**config.mk**
```make
export PLATFORM = sky130hd
export DESIGN_NAME = rr_mux_param
export DESIGN_NICKNAME = d
export VERILOG_FILES = /design/src/rtl/rr_mux_param_pkg.sv /design/src/rtl/rr_mux_param_pick.sv /design/src/rtl/rr_mux_param.sv
export SDC_FILE = /design/constraint.sdc
export NUM_CORES = 1
export LEC_CHECK = 0
export BUFFER_PORTS_ARGS = -buffer_cell sky130_fd_sc_hd__buf_2
export CAP_MARGIN = 20
export CORE_MARGIN = 5
export CORE_UTILIZATION = 44
export CTS_BUF_LIST = sky130_fd_sc_hd__clkbuf_8 sky130_fd_sc_hd__clkbuf_16
export DETAILED_ROUTE_END_ITERATION = 10
export PLACE_DENSITY = 0.93
export SETUP_SLACK_MARGIN = 0.2
export SYNTH_ARGS = -nofsm -noshare
export SYNTH_HDL_FRONTEND = slang
export SYNTH_SLANG_ARGS = --single-unit
```
**constraint.sdc**
```tcl
create_clock -name clk -period 3.38 [get_ports clk]
set_input_delay 0.338 -clock clk [delete_from_list [all_inputs] [get_ports clk]]
set_output_delay 0.338 -clock clk [all_outputs]
set_load 0.03 [all_outputs]
```
**src/rtl/rr_mux_param_pkg.sv**
```systemverilog
// Shared types and helpers for the round-robin arbitrated mux.
package rr_mux_param_pkg;

    // Arbitration state: free to pick any channel, or held on one channel
    // until the current packet's last beat.
    typedef enum logic {
        ST_ARB  = 1'b0,
        ST_LOCK = 1'b1
    } arb_state_e;

    // Number of bits needed to index n items (n >= 1); used to validate BITS.
    function automatic int clog2(input int n);
        int r;
        r = 0;
        for (int i = 0; i < 31; i++) begin
            if ((1 << i) < n) r = i + 1;
        end
        return r;
    endfunction

endpackage

```
**src/rtl/rr_mux_param_pick.sv**
```systemverilog
// Combinational rotated priority encoder: the first requester found when
// scanning from ptr upward, wrapping at SIZE (not at 2**BITS), wins.
module rr_pick
    import rr_mux_param_pkg::*;
#(
    parameter int SIZE = 4,
    parameter int BITS = 2
) (
    input  logic [SIZE-1:0] req,
    input  logic [BITS-1:0] ptr,
    output logic [BITS-1:0] gnt_idx,
    output logic            gnt_any
);

    int              w_idx;
    logic [BITS-1:0] w_pos;

    // Scan SIZE positions starting at ptr; ptr is always < SIZE so one
    // subtraction is enough to wrap.
    always_comb begin
        gnt_idx = '0;
        gnt_any = 1'b0;
        w_idx   = 0;
        w_pos   = '0;
        for (int k = 0; k < SIZE; k++) begin
            w_idx = int'(ptr) + k;
            if (w_idx >= SIZE) w_idx = w_idx - SIZE;
            w_pos = BITS'(w_idx);
            if (!gnt_any && req[w_pos]) begin
                gnt_any = 1'b1;
                gnt_idx = w_pos;
            end
        end
    end

endmodule

```
**src/rtl/rr_mux_param.sv**
```systemverilog
// Registered SIZE:1 round-robin mux with valid/ready on every channel and an
// optional grant lock that keeps multi-beat packets contiguous on the output.
module rr_mux_param
    import rr_mux_param_pkg::*;
#(
    parameter int SIZE    = 4,
    parameter int BITS    = 2,
    parameter int WIDTH   = 32,
    parameter bit LOCK_EN = 1'b1
) (
    input  logic                  clk,
    input  logic                  rst_n,
    input  logic [SIZE*WIDTH-1:0] in_data,
    input  logic [SIZE-1:0]       in_valid,
    input  logic [SIZE-1:0]       in_last,
    output logic [SIZE-1:0]       in_ready,
    output logic [WIDTH-1:0]      out_data,
    output logic [BITS-1:0]       out_sel,
    output logic                  out_last,
    output logic                  out_valid,
    input  logic                  out_ready
);

    localparam logic [BITS-1:0] LAST_CH = BITS'(SIZE - 1);

    // The index must be able to address every channel.
    if (SIZE < 2 || clog2(SIZE) > BITS) begin : g_bad_bits
        $error("rr_mux_param: BITS=%0d too small for SIZE=%0d", BITS, SIZE);
    end

    logic [WIDTH-1:0] w_ch_data [SIZE];

    for (genvar i = 0; i < SIZE; i++) begin : g_slice
        assign w_ch_data[i] = in_data[WIDTH*(i+1)-1 -: WIDTH];
    end

    arb_state_e      r_state, w_state_nxt;
    logic [BITS-1:0] r_ptr, w_ptr_nxt;
    logic [BITS-1:0] r_lock_ch, w_lock_ch_nxt;

    logic [WIDTH-1:0] r_out_data;
    logic [BITS-1:0]  r_out_sel;
    logic             r_out_last;
    logic             r_out_valid;

    logic [SIZE-1:0] w_lock_mask;
    logic [SIZE-1:0] w_req;
    logic [BITS-1:0] w_gnt;
    logic            w_any;
    logic            w_space;
    logic            w_acc;
    logic            w_locked;

    assign w_locked = (r_state == ST_LOCK);
    assign w_space  = !r_out_valid || out_ready;
    // Never accept while reset is held, even though the output is empty.
    assign w_acc    = w_any && w_space && rst_n;

    // While locked only the owning channel may request; others simply wait.
    always_comb begin
        w_lock_mask = '0;
        for (int i = 0; i < SIZE; i++) begin
            w_lock_mask[i] = (r_lock_ch == BITS'(i));
        end
        w_req = w_locked ? (in_valid & w_lock_mask) : in_valid;
    end

    rr_pick #(
        .SIZE (SIZE),
        .BITS (BITS)
    ) u_pick (
        .req     (w_req),
        .ptr     (r_ptr),
        .gnt_idx (w_gnt),
        .gnt_any (w_any)
    );

    // One-hot ready to the winner only on a cycle the beat is taken.
    always_comb begin
        in_ready = '0;
        for (int i = 0; i < SIZE; i++) begin
            in_ready[i] = w_acc && (w_gnt == BITS'(i));
        end
    end

    // Lock / pointer next state: a packet end (or every beat with no lock)
    // frees arbitration and moves the pointer past the winner.
    always_comb begin
        w_state_nxt   = r_state;
        w_ptr_nxt     = r_ptr;
        w_lock_ch_nxt = r_lock_ch;
        if (w_acc) begin
            if (in_last[w_gnt] || !LOCK_EN) begin
                w_state_nxt = ST_ARB;
                w_ptr_nxt   = (w_gnt == LAST_CH) ? '0 : w_gnt + BITS'(1);
            end else begin
                w_state_nxt   = ST_LOCK;
                w_lock_ch_nxt = w_gnt;
            end
        end
    end

    // Arbitration state registers.
    always_ff @(posedge clk or negedge rst_n) begin
        if (!rst_n) begin
            r_state   <= ST_ARB;
            r_ptr     <= '0;
            r_lock_ch <= '0;
        end else begin
            r_state   <= w_state_nxt;
            r_ptr     <= w_ptr_nxt;
            r_lock_ch <= w_lock_ch_nxt;
        end
    end

    // Output register: load on accept, drain when consumed, hold on stall.
    always_ff @(posedge clk or negedge rst_n) begin
        if (!rst_n) begin
            r_out_data  <= '0;
            r_out_sel   <= '0;
            r_out_last  <= 1'b0;
            r_out_valid <= 1'b0;
        end else if (w_acc) begin
            r_out_data  <= w_ch_data[w_gnt];
            r_out_sel   <= w_gnt;
            r_out_last  <= in_last[w_gnt];
            r_out_valid <= 1'b1;
        end else if (out_ready) begin
            r_out_valid <= 1'b0;
        end
    end

    assign out_data  = r_out_data;
    assign out_sel   = r_out_sel;
    assign out_last  = r_out_last;
    assign out_valid = r_out_valid;

endmodule

```
==> results.txt <==
----------------------------------------------------
[Timing]
  Max-slew violation total from the final report ... 0
  Slew at the pin closest to its max-slew limit ... between 0.5 and 0.6 ns
  Hold Fails Final Rpt ... 0
  Clk_skew ... 0.00389 ns
  Final Cycle Share ... 0.885
  Total Neg Setup Slack ... 0 ns
  Worst slew margin relative to its limit ... 0.642
  RSZ-0062 raised after global routing ... false
  Final worst path period need ... 2.99 ns
  Setup violators final ... 0
  Maximum frequency from static timing analysis ... ~330 MHz

[GRT]
  GR Layer Usage met3 ... 0.0620
  Via count of the first global-routing pass ... 2,938
  Fraction of met2 tracks used by global routing ... 0.358
  Gr busiest metal ... met2
  Pin count of the biggest net entering global routing ... 43
  Fraction of met1 tracks used by global routing ... 0.208
  Wire length of the first global-routing pass ... roughly 14,000 um
  Total overflow reported by the global router ... 0
  Overall track demand over capacity in global routing ... 0.193
  Number of antenna violations at the first check in global routing ... 0

[Routing]
  Detailed-route wire length ... around 8000 um
  Router iterations before antenna repair ... 4
  Final routed wire length divided by cell count ... ~16 um
  DR vias/cell ... around 5.2
  Residual DRC count ... 0
  First-iteration detailed-routing DRC count ... 44
  Count of antenna-violating nets left after detailed routing ... 0
  Via total after detailed routing ... roughly 2,600

[Layout]
  Final nets ... 567
  Filler-free cell count of the finished design ... 501
  N_diodes ... 0
  Area of all placed cells without fillers ... between 3000 and 4000 um2
  Area taken by multi-input logic gates ... 1750 um2
  Number of filler instances in the final layout ... around 540
  Synthesis-to-layout area growth ... 36.0%
  Fraction of final layout cells sized beyond drive strength 1 ... 0.538
  Sequential standard cell area ... between 1000 and 1500 um2

[Clock network]
  Clk Tree Root Cell ... sky130_fd_sc_hd__clkbuf_8
  Number of buffers created by CTS ... 5
  Clock insertion delay at the later pin of the skew report ... between 0.2 and 0.3 ns
  TritonCTS clock tree ... built
  Clk sinks ... just over 40
  Clock slew at reported path FFs ... around 0.070 ns
  Maximum clock insertion buffer count ... 2
  Maximum level of the CTS H-tree ... 2
  Post-CTS setup buffer count ... 0

[Floorplan]
  Core outline area ... about 6400 um2
  Height of the die ... roughly 91 um
  Ports placed on the boundary ... 179
  Initial Util ... 0.453
  Die width ... between 90 and 100 um
  Placement row count ... 29
  Area enclosed by the die boundary ... approximately 8300 um2

[Setup path]
  Required time of the worst setup path ... between 3 and 4 ns
  Crit. End Element ... output port
  Capturing point of the worst reg2reg path ... out_data[10]
  Worst-path maximum fanout ... 32
  Kind of start point of the critical path ... register
  Worst setup path category ... register to output port
  Count of cells along the worst register-to-register path ... 8
  Register-to-register path setup slack ... between 0.6 and 0.7 ns
  Critical path data arrival time ... between 2 and 3 ns
  Critical R2R Launch ... r_ptr[0]

[Power and ir drop]
  VDD IR max ... 0.551 mV
  Design Power ... about 4 mW
  Lkg Pwr ... roughly 2.2 nW
  Power per standard cell area ... around 1000 nW/um2

[Logic synthesis]
  Netlist cell types ... 38
  Mapped cell area ... 2890 um2
  Yosys top cell area share ... 0.355
  Top cell types by occurrence after synthesis ... sky130_fd_sc_hd__mux2i_1 (100), sky130_fd_sc_hd__dfrtp_1 (41), sky130_fd_sc_hd__mux2_2 (33)
  Syn. warnings ... 0
  Register area share after synthesis ... 0.355
  Number of instances in the synthesized netlist ... 250
  Ys async rst share ... 1.00
  Synthesized Nets ... 393
  Main area contributors after synthesis ... sky130_fd_sc_hd__dfrtp_1 (35%), sky130_fd_sc_hd__mux2i_1 (35%), sky130_fd_sc_hd__mux2_2 (13%)
  Biggest area consumer among synthesized cells ... sky130_fd_sc_hd__dfrtp_1
  Post-synth top flop ... sky130_fd_sc_hd__dfrtp_1
  Register bit total from synthesis ... between 40 and 50
  EDFF count, synth ... 0
  Post-synthesis average cell area ... between 10 and 15 um2
  Dominant cell by count in the synthesized netlist ... sky130_fd_sc_hd__mux2i_1

[Placement]
  Placed cell count ... roughly 490
  Area post-placement ... 3840 um2
  Estimated wirelength of the detail-placed design ... 6510 um
  Count of port buffers added during placement ... roughly 180
  Gpl congestion ... about 0.9

[Hold path]
  Class of the tightest hold or removal check ... input port to async pin

[Run status]
  Status ... completed

[Job]
  Number of max-cap violations ... 0

----------------------------------------------------
## stage by stage
step	utilization	hold slack, ns	worst slack (ns)
4_1_cts	0.615	0.168	0.276
2_1_floorplan	-	0.0424	0.799
6_report	0.616	0.162	0.388
3_3_place_gp	0.602	0.477	0.635
3_5_place_dp	0.602	0.487	0.534
5_1_grt	0.616	0.210	0.244
## timing repair
action	CTS	global route
hold buffers	0	0
gates resized for setup	1	2
endpoints found under the setup margin	1	2
## per-layer routing
metal,part of all wire,vias up
met5,0,-
met3,0.082,14
met4,0.019,0
met1,0.36,1226
met2,0.53,95
li1,-,1266
## report_power, final
group	total, mW	internal [mW]	switching (mW)
registers	0.903	0.749	0.154
clock network	0.316	0.159	0.157
logic	2.90	1.30	1.61
total	4.12	2.21	1.92
## cell type report
class,count,share of cell area
Sequential cell,41,0.261
Timing Repair Buffer,183,0.240
Clock inverter,1,0.000954
Clock buffer,6,0.0210
Tap cell,77,0.0245
Multi-Input combinational cell,186,0.446
Inverter,7,0.00700
## placed cells by master (no fill, tap or decap), types with 3 or more instances in the layout
| cell | Yosys | routed |
|---|---|---|
| sky130_fd_sc_hd__a21o_1 | 3 | 3 |
| sky130_fd_sc_hd__a21oi_1 | 3 | 3 |
| sky130_fd_sc_hd__and2_1 | 5 | 5 |
| sky130_fd_sc_hd__buf_2 | 8 | 178 |
| sky130_fd_sc_hd__buf_4 | 0 | 3 |
| sky130_fd_sc_hd__clkbuf_8 | 0 | 6 |
| sky130_fd_sc_hd__dfrtp_1 | 41 | 41 |
| sky130_fd_sc_hd__ha_1 | 4 | 4 |
| sky130_fd_sc_hd__inv_1 | 6 | 7 |
| sky130_fd_sc_hd__mux2_2 | 33 | 33 |
| sky130_fd_sc_hd__mux2i_1 | 100 | 100 |
| sky130_fd_sc_hd__nand2_1 | 4 | 4 |
| sky130_fd_sc_hd__nand2b_1 | 3 | 3 |
| sky130_fd_sc_hd__nor2_1 | 5 | 5 |
## cells by family (layout without fill, tap and decap cells)
logic type / count (synthesis) / in the layout / synth area share
DFF: 41 / 41 / 0.355
adders and majority gates: 4 / 4 / 0.0173
muxes: 135 / 135 / 0.482
buffers and inverters: 23 / 197 / 0.0411
AOI/OAI and AO/OA: 22 / 22 / 0.0566
and+or+nand+nor: 25 / 25 / 0.0484
## critical path, cell delays in order, from the launching register on
cell                        delay (ns)
sky130_fd_sc_hd__dfrtp_1          0.46
sky130_fd_sc_hd__mux2i_1          0.16
sky130_fd_sc_hd__o211ai_2         0.25
sky130_fd_sc_hd__a2111oi_1        0.09
sky130_fd_sc_hd__or4_4            0.63
sky130_fd_sc_hd__buf_6            0.25
sky130_fd_sc_hd__ha_1             0.21
sky130_fd_sc_hd__and2_1           0.13
sky130_fd_sc_hd__buf_2            0.17
## registers in the layout, summed over array words and instances, names as in the netlist
name	flops
out_data	32
out_last	1
out_sel	2
out_valid	1
r_lock_ch	2
r_ptr	2
r_state	1
## worst max-delay path by stage
stage	from	endpoint	slack (ns)	cells past startpoint
global placement	r_lock_ch[1]	in_ready[1]	0.64	8
finish	r_ptr[0]	in_ready[1]	0.39	8
detailed placement	r_lock_ch[0]	in_ready[1]	0.53	8
global route	r_ptr[0]	in_ready[1]	0.24	8
CTS	r_ptr[0]	in_ready[1]	0.28	8
floorplan	r_lock_ch[1]	in_ready[0]	0.80	9
No activity file was read; power rests on OpenSTA's default activity.
